## src/rtl/soc_img_pkg.sv

```systemverilog
// Shared image-pipeline definitions.
// Pixel format is packed {R,G,B}, 8 bits per channel, R in the top byte.
package soc_img_pkg;
  localparam int PIX_W = 24;
  localparam int CH_W  = 8;

  // channel slice positions within a pixel word
  localparam int R_LSB = 16;
  localparam int G_LSB = 8;
  localparam int B_LSB = 0;

  // default frame geometry
  localparam int DEF_WIDTH  = 32;
  localparam int DEF_HEIGHT = 32;

  typedef struct packed {
    logic [CH_W-1:0] r;
    logic [CH_W-1:0] g;
    logic [CH_W-1:0] b;
  } pix_t;
endpackage

```

## src/rtl/line_mem.sv

```systemverilog
// Single-port line memory, DEPTH x PIX_W.
// Read is combinational at addr, write lands on the rising edge, so a
// read and a write to the same index in one cycle returns the old word.
// Contents are intentionally not reset.
//   clk   : clock
//   we    : write enable
//   addr  : read/write index
//   wdata : word to write
//   rdata : word currently stored at addr
module line_mem
  import soc_img_pkg::*;
#(
  parameter int DEPTH = DEF_WIDTH,
  parameter int AW    = $clog2(DEPTH)
) (
  input  logic             clk,
  input  logic             we,
  input  logic [AW-1:0]    addr,
  input  logic [PIX_W-1:0] wdata,
  output logic [PIX_W-1:0] rdata
);
  logic [PIX_W-1:0] mem [DEPTH];

  assign rdata = mem[addr];

  always_ff @(posedge clk)
    if (we) mem[addr] <= wdata;
endmodule

```

## src/rtl/line_buffer_3x3.sv

```systemverilog
// 3x3 line buffer: buffers two previous rows of a raster pixel stream and
// presents a 3x3 tap window after each accepted pixel.
//   clk, rstb        : clock, async active-low reset
//   pix_data/valid   : upstream pixel stream, pix_ready is the accept strobe
//   in_data_1..9     : window taps, row-major, 1 = (r-2,c-2), 9 = (r,c)
//   buf_valid        : taps valid, held until win_ready
//   in_row2_cond     : taps form a full in-image window (r>=2, c>=2)
//   win_ready        : downstream consume
//   frame_end        : pulse the cycle after the last frame pixel is taken
module line_buffer_3x3
  import soc_img_pkg::*;
#(
  parameter int WIDTH       = DEF_WIDTH,
  parameter int HEIGHT      = DEF_HEIGHT,
  parameter int KERNEL_SIZE = 3
) (
  input  logic             clk,
  input  logic             rstb,
  input  logic [PIX_W-1:0] pix_data,
  input  logic             pix_valid,
  output logic             pix_ready,
  output logic [PIX_W-1:0] in_data_1,
  output logic [PIX_W-1:0] in_data_2,
  output logic [PIX_W-1:0] in_data_3,
  output logic [PIX_W-1:0] in_data_4,
  output logic [PIX_W-1:0] in_data_5,
  output logic [PIX_W-1:0] in_data_6,
  output logic [PIX_W-1:0] in_data_7,
  output logic [PIX_W-1:0] in_data_8,
  output logic [PIX_W-1:0] in_data_9,
  output logic             buf_valid,
  output logic             in_row2_cond,
  input  logic             win_ready,
  output logic             frame_end
);
  localparam int K     = KERNEL_SIZE;
  localparam int NL    = K - 1;            // number of line memories
  localparam int COL_W = $clog2(WIDTH);
  localparam int ROW_W = $clog2(HEIGHT);

  logic             acc;
  logic [COL_W-1:0] col;
  logic [ROW_W-1:0] row;
  logic             col_last, row_last;

  // line 0 holds row r-1, line 1 holds row r-2
  logic [NL-1:0][PIX_W-1:0]       line_rd, line_wr;
  logic [K-1:0][PIX_W-1:0]        new_col;   // [0] = top, [K-1] = bottom
  logic [K-1:0][K-1:0][PIX_W-1:0] taps;      // [row][col], [0][0] = top-left

  // single output register, no skid: downstream consume frees the slot
  assign pix_ready = !buf_valid || win_ready;
  assign acc       = pix_valid && pix_ready;
  assign col_last  = (col == COL_W'(WIDTH - 1));
  assign row_last  = (row == ROW_W'(HEIGHT - 1));

  // line memories cascade: pixel -> line 0 -> line 1, all at index col
  for (genvar i = 0; i < NL; i++) begin : g_line
    if (i == 0) begin : g_first
      assign line_wr[i] = pix_data;
    end else begin : g_next
      assign line_wr[i] = line_rd[i-1];
    end
    line_mem #(.DEPTH(WIDTH), .AW(COL_W)) u_line (
      .clk  (clk),
      .we   (acc),
      .addr (col),
      .wdata(line_wr[i]),
      .rdata(line_rd[i])
    );
  end

  // incoming column, oldest row on top
  for (genvar k = 0; k < K; k++) begin : g_col
    if (k == K - 1) begin : g_bot
      assign new_col[k] = pix_data;
    end else begin : g_mem
      assign new_col[k] = line_rd[K-2-k];
    end
  end

  always_ff @(posedge clk or negedge rstb)
    if (!rstb) begin
      col <= '0;
      row <= '0;
    end else if (acc) begin
      if (col_last) begin
        col <= '0;
        row <= row_last ? '0 : row + 1'b1;
      end else begin
        col <= col + 1'b1;
      end
    end

  // tap array shifts left, new column enters on the right
  always_ff @(posedge clk or negedge rstb)
    if (!rstb) begin
      taps <= '0;
    end else if (acc) begin
      for (int r = 0; r < K; r++) begin
        for (int c = 0; c < K - 1; c++) taps[r][c] <= taps[r][c+1];
        taps[r][K-1] <= new_col[r];
      end
    end

  always_ff @(posedge clk or negedge rstb)
    if (!rstb) begin
      buf_valid    <= 1'b0;
      in_row2_cond <= 1'b0;
      frame_end    <= 1'b0;
    end else begin
      frame_end <= acc && col_last && row_last;
      if (acc) begin
        buf_valid    <= 1'b1;
        // pre-increment position of the pixel just taken
        in_row2_cond <= (row >= ROW_W'(K - 1)) && (col >= COL_W'(K - 1));
      end else if (win_ready) begin
        buf_valid <= 1'b0;
      end
    end

  assign in_data_1 = taps[0][0];
  assign in_data_2 = taps[0][1];
  assign in_data_3 = taps[0][2];
  assign in_data_4 = taps[1][0];
  assign in_data_5 = taps[1][1];
  assign in_data_6 = taps[1][2];
  assign in_data_7 = taps[2][0];
  assign in_data_8 = taps[2][1];
  assign in_data_9 = taps[2][2];
endmodule
```

## config.mk

```make
export PLATFORM = sky130hd
export DESIGN_NAME = line_buffer_3x3
export DESIGN_NICKNAME = d
export VERILOG_FILES = /design/src/rtl/soc_img_pkg.sv /design/src/rtl/line_mem.sv /design/src/rtl/line_buffer_3x3.sv
export SDC_FILE = /design/constraint.sdc
export NUM_CORES = 2
export LEC_CHECK = 0
export BUFFER_PORTS_ARGS = -buffer_cell sky130_fd_sc_hd__buf_4
export CORE_UTILIZATION = 56
export DETAILED_ROUTE_END_ITERATION = 10
export PLACE_DENSITY = 0.73
export SLEW_MARGIN = 20
export SYNTH_ARGS = -nofsm -noshare
export SYNTH_HDL_FRONTEND = slang
export SYNTH_SLANG_ARGS = --single-unit
```

## constraint.sdc

```tcl
create_clock -name clk -period 5.6 [get_ports clk]
set_input_delay 0.28 -clock clk [delete_from_list [all_inputs] [get_ports clk]]
set_output_delay 0.28 -clock clk [all_outputs]
set_load 0.005 [all_outputs]
```

==> results.json <==
{
  "cts_tree": "yes",
  "synth-edff-count": 1536,
  "power_frac_comb": 0.226,
  "crit_type": "reg2reg",
  "run_status": "complete, no violations",
  "required_ns": 5.85,
  "grt_pass1_wl_um": 251000,
  "ys_warn_count": 0,
  "async_flop_share": 0.130,
  "tritoncts.num_buffers": 171,
  "crit_arrival_ns": 4.64,
  "power.density_nw_per_um2": 490,
  "cts.sinks": 1765,
  "antenna_found_initial": 2,
  "cts_htree_levels": 4,
  "seq_power_share": 0.475,
  "relSlewSlack": 0.237,
  "worstPathCellList": "or4_2 > buf_4 > o22ai_1 > nor4_1 > nand2_1",
  "die_y_um": 348,
  "r2r-start": "col[0]",
  "power.internal_mw": 26.6,
  "cts_root_buffer": "clkbuf_16",
  "global_route.overflow_total": 0,
  "slowest_delay_ns": 1.09,
  "critical-path-slowest-cell": "dfrtp_4",
  "synth.net_count": 3869,
  "detail_route.wl_per_cell_um": 29.6,
  "min_period_ns": 4.39,
  "final_wirelength_um": 175000,
  "startpoint_class": "flop",
  "io_port_bufs": 247,
  "fin_hold_viols": 0,
  "first_global_vias": 36300,
  "route.vias.total": 37500,
  "core_area_um2": 118000,
  "flow.area_growth_from_synthesis_pct": 14.9,
  "route.detailed.drc": 0,
  "dieArea_um2": 121000,
  "floorplan.die.width_um": 348,
  "synth_ff_type": "edfxtp_1",
  "leakagePower_nw": 27.3,
  "floorplan.initialDensity": 0.566,
  "final_core_utilization": 0.651,
  "ir_worst_vdd_mv": 0.340,
  "drtAntennaViolNets": 0,
  "post-route-period-util": 0.784,
  "ratio_of_routed_vias_to_standard_cells": 6.33,
  "netSwitchingFraction": 0.297,
  "power.net_switching_mw": 11.2,
  "rsz0062_at_grt": "no",
  "synth.avg_cell_area_um2": 17.5,
  "crit-reg2reg-capture": "g_line[1].u_line.mem[29][10]",
  "gp_congestion": 0.846,
  "finalClockSkew_ns": 0.0267,
  "worst_path_dominant_cell_family": "simple AND/OR/NAND/NOR gates",
  "drt_first_iter_violations": 4896,
  "final-instance-count-excl-fill": 5915,
  "timing.final.setup_violations": 0,
  "fraction_of_layout_cells_with_a_size_suffix_above_1": 0.183,
  "finalInstanceArea_um2": 77000,
  "dp.final_hpwl_um": 98600,
  "clkSlewWorstSetupHoldPaths_ns": 0.06,
  "pwr-share-clk": 0.299,
  "maxCapViolCount": 0,
  "ys_seq_elements": 1765,
  "nets": 4207,
  "track_usage": 0.290,
  "clock_insertion_delay_at_the_later_pin_of_the_skew_report_ns": 0.78,
  "tns_ns": 0,
  "setup.worst_path.end_class": "flop",
  "detailedRoute.firstPassIterationCount": 5,
  "place_area_um2": 71200,
  "postCtsResizedCells": 0,
  "synthesis.area_um2": 67000,
  "antenna_cells": 0,
  "rrSetupSlack_ns": 1.21,
  "reg2reg_path_depth": 5,
  "dpl.cell_count": 5570,
  "synth_sequential_area_ratio": 0.773,
  "clk_path_buf_depth": 3,
  "finalMaxSlewViolations": 0,
  "floorplan.io_pins": 248,
  "synthesis.instances": 3832,
  "timing_worst_slew_pin_value_ns": 1.14,
  "critical_path_peak_fanout": 57,
  "row_count": 126,
  "yosysUniqueCellTypes": 58,
  "maxClockFrequency_mhz": 228,
  "hp-class": "in2async",
  "critPathBufInv": 1,
  "largest_net_degree_at_the_start_of_global_routing": 138
}
-- power by group through the flow --
stage,registers (mW),clock network [mW],logic [mW]
global route,18.0,11.9,9.00
CTS,17.9,11.4,8.46
detailed placement,18.2,0,8.41
floorplan,17.7,0,5.19
global placement,18.2,0,8.25
finish,17.9,11.3,8.53
-- metal layers --
layer,share of wire,GRT usage
met5,0.00015,0
met4,0.037,0.103
met3,0.11,0.0586
met2,0.46,0.448
met1,0.39,0.415
-- placed cells by master (no fill, tap or decap), drive strengths merged, types with 13 or more instances in the layout --
master,synthesis,routed
a21oi,13,13
a22o,20,20
a22oi,26,26
a31oi,45,45
buf,127,357
clkbuf,91,252
clkinv,0,49
dfrtp,229,229
dlygate4sd3,0,26
edfxtp,1536,1536
mux2i,532,532
mux4,111,111
nand2,551,551
nor2,108,108
nor4,61,61
o211ai,21,21
o22ai,239,239
-- cell usage after synthesis, types with 3 or more instances --
| cell type | number | area share |
|---|---|---|
| a41oi_1 | 3 | 0.00039 |
| a22o_1 | 20 | 0.0026 |
| mux2_2 | 7 | 0.0012 |
| nor4_1 | 61 | 0.0057 |
| mux4_2 | 111 | 0.037 |
| o22ai_1 | 239 | 0.022 |
| dfrtp_1 | 229 | 0.085 |
| nand4bb_1 | 7 | 0.0012 |
| buf_6 | 11 | 0.0018 |
| buf_1 | 3 | 0.00017 |
| nand4b_1 | 3 | 0.00039 |
| and3_1 | 8 | 0.00075 |
| a22oi_1 | 26 | 0.0029 |
| ha_1 | 9 | 0.0017 |
| a21oi_1 | 13 | 0.00097 |
| o211ai_1 | 21 | 0.0024 |
| o21ai_0 | 8 | 0.00060 |
| or3b_2 | 3 | 0.00039 |
| or4b_1 | 4 | 0.00060 |
| edfxtp_1 | 1536 | 0.69 |
| buf_2 | 101 | 0.0075 |
| a2111oi_0 | 7 | 0.00091 |
| a31oi_1 | 45 | 0.0042 |
| o2bb2ai_1 | 8 | 0.0010 |
| a211oi_1 | 8 | 0.00090 |
| clkbuf_1 | 90 | 0.0050 |
| nand3_1 | 6 | 0.00045 |
| nand2_1 | 551 | 0.031 |
| nor2_1 | 108 | 0.0060 |
| mux2i_1 | 532 | 0.079 |
| inv_1 | 4 | 0.00022 |
| buf_4 | 11 | 0.0012 |
-- worst max path at each step --
| stage | depth (start not counted) | to | start |
|---|---|---|---|
| after global placement | 5 | g_line[1].u_line.mem[19][8] | col[0] |
| after CTS | 5 | g_line[1].u_line.mem[29][10] | col[0] |
| after global routing | 5 | g_line[1].u_line.mem[29][10] | col[0] |
| after floorplan | 5 | g_line[0].u_line.mem[16][0] | col[4] |
| after detailed placement | 5 | g_line[1].u_line.mem[19][8] | col[0] |
| final | 5 | g_line[1].u_line.mem[29][10] | col[0] |
-- kinds of logic (layout without fill, tap and decap cells) --
logic type	Yosys count	in the layout	share of synthesized area
DFF	1765	1765	0.773
AOI/OAI and AO/OA	410	410	0.0409
adders and majority gates	9	9	0.00168
muxes	650	650	0.118
and+or+nand+nor	776	776	0.0496
buffers and inverters	222	705	0.0164
-- flip-flops by register name, indices dropped and copies added, names as in the netlist, 5 cells and up --
name               flops
g_line.u_line.mem   1536
in_data_1             24
in_data_2             24
in_data_3             24
in_data_4             24
in_data_5             24
in_data_6             24
in_data_7             24
in_data_8             24
in_data_9             24
col                    5
row                    5
-- stage by stage --
stage                     total power, mW  setup slack, ns  hold slack [ns]
after floorplan                      22.9             1.65          -0.0156
after global placement               26.4             1.30            0.296
after detailed placement             26.6             1.26            0.301
after CTS                            37.8             1.18           0.0821
after global routing                 38.9            0.954            0.117
final                                37.8             1.21           0.0966
-- area by class of cell --
type                    count  area [um2]
multi-input cells        1845       14400
flip-flops and latches   1765       51900
fillers                  7790       41300
clock inverters            66         569
repair buffers            383        3220
clock buffers             252        4950
inverters                   4        15.0
well taps                1600        2000
-- what timing repair did --
action	CTS	global route
endpoints found under the hold margin	851	0
hold buffers	26	0
setup buffers	0	0
No activity file was read; power rests on OpenSTA's default activity.
